--- config.mk ---
export PLATFORM = sky130hd
export DESIGN_NAME = quadra_sched_flat
export DESIGN_NICKNAME = d
export VERILOG_FILES = /design/src/rtl/quadra_sched_if.sv /design/src/rtl/quadra_sched.sv /design/src/flat_wrapper.sv
export SDC_FILE = /design/constraint.sdc
export NUM_CORES = 1
export LEC_CHECK = 0
export ABC_AREA = 0
export CAP_MARGIN = 20
export CORE_UTILIZATION = 39
export DETAILED_ROUTE_END_ITERATION = 6
export SYNTH_ARGS = -nofsm -noshare
export SYNTH_HDL_FRONTEND = slang
export SYNTH_SLANG_ARGS = --single-unit
--- constraint.sdc ---
create_clock -name clk -period 3.6 [get_ports clk]
set_input_delay 0.54 -clock clk [delete_from_list [all_inputs] [get_ports clk]]
set_output_delay 0.54 -clock clk [all_outputs]
set_load 0.005 [all_outputs]
--- src/rtl/quadra_sched_if.sv ---
// Requester, result and quadra-side signal bundle for quadra_sched.
// slave is the scheduler side, master the environment side.
interface quadra_sched_if #(
   parameter int X_W = 8,
   parameter int Y_W = 16
);
   logic           s0_valid;
   logic           s0_ready;
   logic [X_W-1:0] s0_x;
   logic           s1_valid;
   logic           s1_ready;
   logic [X_W-1:0] s1_x;
   logic           m0_valid;
   logic           m0_ready;
   logic [Y_W-1:0] m0_y;
   logic           m1_valid;
   logic           m1_ready;
   logic [Y_W-1:0] m1_y;
   logic [X_W-1:0] q_x;
   logic [Y_W-1:0] q_y;
   logic           busy;

   modport slave (
      input  s0_valid, s0_x, s1_valid, s1_x,
      input  m0_ready, m1_ready, q_y,
      output s0_ready, s1_ready,
      output m0_valid, m0_y, m1_valid, m1_y,
      output q_x, busy
   );

   modport master (
      output s0_valid, s0_x, s1_valid, s1_x,
      output m0_ready, m1_ready, q_y,
      input  s0_ready, s1_ready,
      input  m0_valid, m0_y, m1_valid, m1_y,
      input  q_x, busy
   );
endinterface

--- src/rtl/quadra_sched.sv ---
// Round-robin two-requester scheduler for one shared quadra pipeline,
// with latency-matched tag tracking and credit-protected output FIFOs.
module quadra_sched #(
   parameter int LAT        = 3,
   parameter int FIFO_DEPTH = 4
) (
   input logic           clk,
   input logic           rst_b,
   quadra_sched_if.slave bus
);
   localparam int X_W = 8;
   localparam int Y_W = 16;
   localparam int AW  = $clog2(FIFO_DEPTH);
   localparam int CW  = $clog2(FIFO_DEPTH + 1);
   localparam logic [CW-1:0] CNT_MAX = CW'(FIFO_DEPTH);

   logic [1:0]     s_valid;
   logic [1:0]     m_ready;
   logic [1:0]     elig;
   logic [1:0]     grant;
   logic [1:0]     push;
   logic [1:0]     pop;
   logic [1:0]     nempty;
   logic           last_q, last_d;
   logic           busy_q, busy_d;
   logic [LAT-1:0] vld_q, vld_d;
   logic [LAT-1:0] tag_q, tag_d;
   logic [CW-1:0]  cnt_q [2];
   logic [CW-1:0]  cnt_d [2];
   logic [AW:0]    wp_q [2];
   logic [AW:0]    wp_d [2];
   logic [AW:0]    rp_q [2];
   logic [AW:0]    rp_d [2];
   logic [Y_W-1:0] mem_q [2][FIFO_DEPTH];
   logic [Y_W-1:0] head [2];

   assign s_valid = {bus.s1_valid, bus.s0_valid};
   assign m_ready = {bus.m1_ready, bus.m0_ready};

   always_comb begin
      for (int i = 0; i < 2; i++) begin
         elig[i] = s_valid[i] && (cnt_q[i] < CNT_MAX);
      end
      grant[0] = elig[0] && (!elig[1] || last_q);
      grant[1] = elig[1] && (!elig[0] || !last_q);
   end

   always_comb begin
      bus.q_x = '0;
      last_d  = last_q;
      unique case (1'b1)
         grant[0]: begin
            bus.q_x = bus.s0_x;
            last_d  = 1'b0;
         end
         grant[1]: begin
            bus.q_x = bus.s1_x;
            last_d  = 1'b1;
         end
         default: ;
      endcase
   end

   assign bus.s0_ready = grant[0];
   assign bus.s1_ready = grant[1];

   // quadra never stalls, so the tag line shifts every cycle
   always_comb begin
      vld_d = (vld_q << 1) | LAT'(|grant);
      tag_d = (tag_q << 1) | LAT'(grant[1]);
   end

   always_comb begin
      push[0] = vld_q[LAT-1] && !tag_q[LAT-1];
      push[1] = vld_q[LAT-1] &&  tag_q[LAT-1];
   end

   always_comb begin
      for (int i = 0; i < 2; i++) begin
         nempty[i] = wp_q[i] != rp_q[i];
         pop[i]    = nempty[i] && m_ready[i];
         head[i]   = nempty[i] ? mem_q[i][rp_q[i][AW-1:0]] : '0;
         wp_d[i]   = wp_q[i] + (AW+1)'(push[i]);
         rp_d[i]   = rp_q[i] + (AW+1)'(pop[i]);
         cnt_d[i]  = cnt_q[i];
         unique case ({grant[i], pop[i]})
            2'b10:   cnt_d[i] = cnt_q[i] + 1'b1;
            2'b01:   cnt_d[i] = cnt_q[i] - 1'b1;
            default: cnt_d[i] = cnt_q[i];
         endcase
      end
      busy_d = (cnt_d[0] != '0) || (cnt_d[1] != '0);
   end

   assign bus.m0_valid = nempty[0];
   assign bus.m1_valid = nempty[1];
   assign bus.m0_y     = head[0];
   assign bus.m1_y     = head[1];
   assign bus.busy     = busy_q;

   always_ff @(posedge clk or negedge rst_b) begin
      if (!rst_b) begin
         last_q <= 1'b1;
         busy_q <= 1'b0;
         vld_q  <= '0;
         tag_q  <= '0;
         for (int i = 0; i < 2; i++) begin
            cnt_q[i] <= '0;
            wp_q[i]  <= '0;
            rp_q[i]  <= '0;
         end
      end else begin
         last_q <= last_d;
         busy_q <= busy_d;
         vld_q  <= vld_d;
         tag_q  <= tag_d;
         for (int i = 0; i < 2; i++) begin
            cnt_q[i] <= cnt_d[i];
            wp_q[i]  <= wp_d[i];
            rp_q[i]  <= rp_d[i];
         end
      end
   end

   // storage needs no reset: visibility is governed by the pointers
   always_ff @(posedge clk) begin
      for (int i = 0; i < 2; i++) begin
         if (push[i]) begin
            mem_q[i][wp_q[i][AW-1:0]] <= bus.q_y;
         end
      end
   end
endmodule

--- src/flat_wrapper.sv ---
// flat-port wrapper written by rule: the top's interface ports become plain ports
module quadra_sched_flat 
#(
   parameter int LAT        = 3,
   parameter int FIFO_DEPTH = 4
)
  (clk, rst_b, bus_s0_valid, bus_s0_x, bus_s1_valid, bus_s1_x, bus_m0_ready, bus_m1_ready, bus_q_y, bus_s0_ready, bus_s1_ready, bus_m0_valid, bus_m0_y, bus_m1_valid, bus_m1_y, bus_q_x, bus_busy);
  quadra_sched_if bus_i ();
  input logic clk;
  input logic rst_b;
  input wire logic [$bits(bus_i.s0_valid)-1:0] bus_s0_valid;
  input wire logic [$bits(bus_i.s0_x)-1:0] bus_s0_x;
  input wire logic [$bits(bus_i.s1_valid)-1:0] bus_s1_valid;
  input wire logic [$bits(bus_i.s1_x)-1:0] bus_s1_x;
  input wire logic [$bits(bus_i.m0_ready)-1:0] bus_m0_ready;
  input wire logic [$bits(bus_i.m1_ready)-1:0] bus_m1_ready;
  input wire logic [$bits(bus_i.q_y)-1:0] bus_q_y;
  output wire logic [$bits(bus_i.s0_ready)-1:0] bus_s0_ready;
  output wire logic [$bits(bus_i.s1_ready)-1:0] bus_s1_ready;
  output wire logic [$bits(bus_i.m0_valid)-1:0] bus_m0_valid;
  output wire logic [$bits(bus_i.m0_y)-1:0] bus_m0_y;
  output wire logic [$bits(bus_i.m1_valid)-1:0] bus_m1_valid;
  output wire logic [$bits(bus_i.m1_y)-1:0] bus_m1_y;
  output wire logic [$bits(bus_i.q_x)-1:0] bus_q_x;
  output wire logic [$bits(bus_i.busy)-1:0] bus_busy;
  assign bus_i.s0_valid = bus_s0_valid;
  assign bus_i.s0_x = bus_s0_x;
  assign bus_i.s1_valid = bus_s1_valid;
  assign bus_i.s1_x = bus_s1_x;
  assign bus_i.m0_ready = bus_m0_ready;
  assign bus_i.m1_ready = bus_m1_ready;
  assign bus_i.q_y = bus_q_y;
  assign bus_s0_ready = bus_i.s0_ready;
  assign bus_s1_ready = bus_i.s1_ready;
  assign bus_m0_valid = bus_i.m0_valid;
  assign bus_m0_y = bus_i.m0_y;
  assign bus_m1_valid = bus_i.m1_valid;
  assign bus_m1_y = bus_i.m1_y;
  assign bus_q_x = bus_i.q_x;
  assign bus_busy = bus_i.busy;
  quadra_sched #(.LAT(LAT), .FIFO_DEPTH(FIFO_DEPTH)) u_core (.clk(clk), .rst_b(rst_b), .bus(bus_i));
endmodule
# After elaboration in Yosys (flattened, before gate mapping)
# Memory sizes are Yosys's and may differ from the RTL's.
# Index checks and enable logic that the tools add are counted.
[op_classes]
addsub = 8
order_cmp = 8
eq_ne = 6
n_mux = 23
bitwise = 6
n_reduce_logical = 22
[op_table]
columns = ["op", "n"]
rows = [
  ["$mux 64", 4],
  ["$mux 16", 8],
  ["$bmux 16 s2", 2],
  ["$demux 16 s2", 2],
  ["$reduce_or 64->1", 1],
  ["$pmux 8 s2", 1],
  ["$add 3x1->3", 4],
  ["$ge 3x3->1 const B", 4],
  ["$not 2->3", 4],
  ["$pmux 3 s2", 2],
  ["$logic_and 1x1->1", 10],
  ["$add 3x1->3 const B", 2],
  ["$lt 3x1->1 const B", 2],
  ["$lt 3x3->1 const B", 2],
  ["$ne 3x3->1", 2],
  ["$or 3x1->3", 2],
  ["$reduce_bool 3->1", 2],
  ["$sub 3x1->3 const B", 2],
  ["$eq 2x1->1 const B", 2],
  ["$eq 2x2->1 const B", 2],
  ["$logic_not 1->1", 4],
  ["$logic_or 1x1->1", 3],
  ["$mux 1", 3],
  ["$pmux 1 s2", 1],
  ["2 further kinds", 2],
]
[word_totals]
ff_bits = 26
mem_bits_rw = 128
input_bits = 38
out_inout_bits = 45
word_cells = 84
memories = 1
[memory_table]
columns = ["memory", "depth", "word_bits", "rd", "rd_ports_with_merged_regs", "wr", "line_no", "text"]
rows = [
  ["u_core.mem_q", 2, 64, 2, 0, 1, "quadra_sched.sv:34", "logic [Y_W-1:0] mem_q [2][FIFO_DEPTH];"],
]

# Depth between registers and ports, before layout
[logic_depth]
word_depth = 9
ltp_mapped = 9
ltp_nobuf = 8

# Worst setup path before layout
# No wires, ideal clock.
[synth_path]
path_kind = "register to register"
startpoint = "register u_core.rp_q[4] in the netlist's numbering"
endpoint = "register u_core.busy_q, in the netlist u_core.bus.busy"
arrival_time_ns = 2.551
required_time_ns = 3.463
slack_ns = 0.911
path_stages_with_launch = 10
n_path_buf = 1
period_less_slack_ns = 2.689
cell_sequence = "dfrtp_1 -> buf_2 -> xor2_1 -> nor3_4 -> nor2b_1 -> ha_1 -> fa_1 -> or3b_2 -> a211oi_1 -> nand4_1"
[synth_via]
elab_chain_len = 6
elab_cells_between_ends = 7
classes_between = "eq/ne: 3; mux: 1; reduce/logical: 3"
[synth_lines]
columns = ["item", "line_no", "text"]
rows = [
  ["from (decl)", "quadra_sched.sv:32", "logic [AW:0] rp_q [2];"],
  ["from (signal, indexed assignment)", "quadra_sched.sv:120", "rp_q[i] <= rp_d[i];"],
  ["$ne 3x3->1 (*)", "quadra_sched.sv:80", "nempty[i] = wp_q[i] != rp_q[i];"],
  ["$logic_and 1x1->1 (*)", "quadra_sched.sv:81", "pop[i] = nempty[i] && m_ready[i];"],
  ["$eq 2x1->1 / $eq 2x2->1 (equally long branches)", "quadra_sched.sv:86", "unique case ({grant[i], pop[i]})"],
  ["$pmux 3 s2 (*)", "quadra_sched.sv:86", ""],
  ["$reduce_bool 3->1 (*)", "quadra_sched.sv:92", "busy_d = (cnt_d[0] != '0) || (cnt_d[1] != '0);"],
  ["$logic_or 1x1->1 (*)", "quadra_sched.sv:92", ""],
  ["via u_core.busy_d", "quadra_sched.sv:25", "logic busy_q, busy_d;"],
  ["to (signal assigned)", "quadra_sched.sv:114", "busy_q <= busy_d;"],
  ["to (decl)", "quadra_sched.sv:25", ""],
]
# The timed path passes the listed nets; every way through them passes the cells marked *.
# A chain may end at the register's enable or synchronous reset.

# Worst setup path after layout
[layout_path]
startpoint = "register u_core.rp_q[0] in the netlist's numbering"
endpoint = "output port bus_m1_y[13]"
[layout_via]
elab_chain_len = 5
elab_cells_between_ends = 6
classes_between = "eq/ne: 1; mux: 4; bitwise: 1"
[layout_lines]
columns = ["item", "line_no", "text"]
rows = [
  ["$not 2->3 (implied by the code)", "quadra_sched.sv:82", "head[i] = nempty[i] ? mem_q[i][rp_q[i][AW-1:0]] : '0;"],
  ["$bmux 16 s2", "quadra_sched.sv:82", ""],
  ["$mux 16 (implied by the code) (2 in series)", "quadra_sched.sv:82", ""],
  ["$mux 16 (*)", "quadra_sched.sv:82", ""],
  ["to (decl)", "flat_wrapper.sv:23", "output wire logic [$bits(bus_i.m1_y)-1:0] bus_m1_y;"],
]
# Mark *: on every way between the ends. The rest lies on a longest branch, timed or not. The select of a mux whose other input is x is not followed.

==> results.cfg <==
[pwr]
power_leakage_uw = 0.00273
vdd_drop_max_uv = 344
powerDensity_nw_per_um2 = 861

[sta]
setup_viol = 0
setup_ws_ns = 0.583
setup_tns_ns = 0
drv_slew = 0
tightestPinTransition_ns = 0.977
period_needed_ns = 3.02
hold_violations = 0
max-slew-margin-rel = 0.348
clock_skew_ns = 0.00649
fin_crit_sh = 0.838
rsz0062_at_grt = no
fmax_mhz = 331

[final_layout]
num_antenna_cells = 0
area_growth_pct = 27.0
final_common_cell = edfxtp_1
final_cell_mix = edfxtp_1, clkdlybuf4s50_1, nor2b_1
layout-drive-gt1-share = 0.182
final_cells = 628
fin_nets = 454

[yosys]
synthMuxAreaShare = 0.125
synth_edf_count = 128
syn_nets = 353
yosys.area_share.adder = 0.0268
async_reset_ff_frac = 0.169
ys_ff_latch = 154
synth_xor_xnor_area_share = 0.0199
synth_simple_gate_area_frac = 0.0595
synth_ff_type = edfxtp_1
syn_area_um2 = 6160
syn_inst = 303
yosysSeqAreaShare = 0.729
ys_warn_count = 0
synth_top_family_by_area = multiplexers
yosysUniqueCellTypes = 35
synth_area_per_cell_um2 = 20.3
synth-compound-area-share = 0.0207

[job]
cap_violations = 0

[floorplanning]
start_util = 0.402
die_y_um = 128
io_pins = 83
die_area_um2 = 16300
coreArea_um2 = 15300
die_x_um = 128
placementRows = 45

[place]
gp_congestion = 0.693
place_ws_ns = 0.549
port_buffers = 82
dp_hpwl_um = 7210
dpl.cell_count = 596

[global_routing]
grt_max_degree = 27
grt.met3_usage = 0.0580
grt_use_total = 0.151
gr-usage-met2 = 0.249
gr-max-usage-layer = met2
met1_usage = 0.183
grt_pass1_vias = 3204
grt_pass1_wl_um = 17400
grt_remaining_overflow = 0
antenna_found_initial = 0

[route]
wirelength_um = 11200
drt-initial-drc-count = 144
vias_per_cell = 4.84
via_count = 3037
post_drt_wl_per_cell_um = 17.8
dr.pass1.iters = 4
drtAntennaViolNets = 0
drc = 0

[clock_network]
cts_root_buf = clkbuf_16
post_cts_resized = 0
cts.hold.buffers_added = 0
cts_tree = built
cts_setup_buffers = 0
cts_made_buffers = 17
ctsHtreeMaxLevel = 4
clk_path_buf_depth = 2
clock_sinks = 154
insertion_delay_ns = 0.41
path_clk_slew_ns = 0.05

[worst_setup_path]
worst-path-max-fanout = 11
arrival_ns = 2.48
worstPathRequired_ns = 3.06
timing_worst_setup_path_type = flop to output pin
end_kind = output pin
startpoint_type = flop

[status]
status = complete, no violations

[hold_path]
hp-class = flop to flop
power breakdown:
group	total (uW)	internal, uW	switching (uW)	leakage [uW]
Combinational	2610	1510	1090	0.00100
Clock	1600	973	625	0.000265
Sequential	2540	2340	194	0.00147
Total	6740	4830	1910	0.00273
cell type report:
cell class / instances / area, um^2
timing repair buffer: 93 / 916
fill: 1290 / 7490
tap: 211 / 264
multi-input combinational: 132 / 1590
clock inverter: 4 / 18.8
inverter: 6 / 22.5
sequential: 154 / 4500
clock buffer: 28 / 518
kinds of logic after synthesis:
family	Yosys count
compound gates	17
xor+xnor	14
fa+ha+maj	12
buf+inv	17
flops	154
mux	34
simple gates	55
stage by stage:
step | cell area [um^2] | power (uW) | utilization | hold slack [ns]
3_5_place_dp | 7290 | 5240 | 0.476 | 0.336
4_1_cts | 7830 | 6850 | 0.511 | 0.349
3_3_place_gp | 7290 | 5200 | 0.476 | 0.333
2_1_floorplan | 6160 | 4000 | - | 0.244
5_1_grt | 7830 | 7160 | 0.511 | 0.350
6_report | 7830 | 6740 | 0.511 | 0.346
worst max-delay path, stage by stage, from the launching register on:
cell and delay [ns]:
dfrtp_1 0.67, buf_12 0.22, mux4_1 0.56, nor2b_1 0.16
clkdlybuf4s50_1 0.46
routing by layer:
layer / share of wire / up-vias / routed length (um)
met5: 0 / - / 0
met4: 0.0087 / 0 / 97
met3: 0.064 / 8 / 718
met2: 0.50 / 98 / 5570
met1: 0.43 / 1538 / 4780
li1: - / 1393 / -
path summary, 6_finish.rpt:
| path | startpoint | end | slack (ns) | cells after the start |
|---|---|---|---|---|
| setup / recovery | u_core.rp_q[0] | bus_m1_y[13] | 0.58 | 4 |
| hold / removal | u_core.tag_q[1] | u_core.tag_q[2] | 0.35 | 0 |
| setup reg to reg | u_core.rp_q[0] | u_core.bus.busy | 0.98 | 8 |
| hold reg to reg | u_core.tag_q[1] | u_core.tag_q[2] | 0.35 | 0 |
| max in group asynchronous | rst_b | u_core.last_q | 2.81 | 2 |
| min in group asynchronous | rst_b | u_core.cnt_q[3] | 0.49 | 2 |
synth_stat cells (2+ instances only):
master | number | share of area
mux4_1 | 8 | 0.034
o21ai_0 | 4 | 0.0032
or2_2 | 2 | 0.0020
dfrtp_1 | 25 | 0.10
inv_2 | 2 | 0.0012
nor2b_1 | 36 | 0.037
nand2b_1 | 2 | 0.0020
ha_1 | 10 | 0.020
or3b_2 | 2 | 0.0028
nand2_1 | 2 | 0.0012
xor2_1 | 10 | 0.014
fa_1 | 2 | 0.0065
a22o_1 | 8 | 0.011
inv_1 | 4 | 0.0024
and3_1 | 2 | 0.0020
buf_4 | 3 | 0.0037
xnor2_1 | 4 | 0.0057
mux4_2 | 24 | 0.088
buf_6 | 2 | 0.0037
buf_2 | 5 | 0.0041
mux2_2 | 2 | 0.0037
edfxtp_1 | 128 | 0.62
nor3_4 | 2 | 0.0053
nor3b_1 | 3 | 0.0037
registers in the layout, indices dropped and copies added (netlist names):
name	cells
u_core.bus.busy	1
u_core.cnt_q	6
u_core.last_q	1
u_core.mem_q	128
u_core.rp_q	6
u_core.tag_q	3
u_core.vld_q	3
u_core.wp_q	6
(Power assumes the default switching activity.)
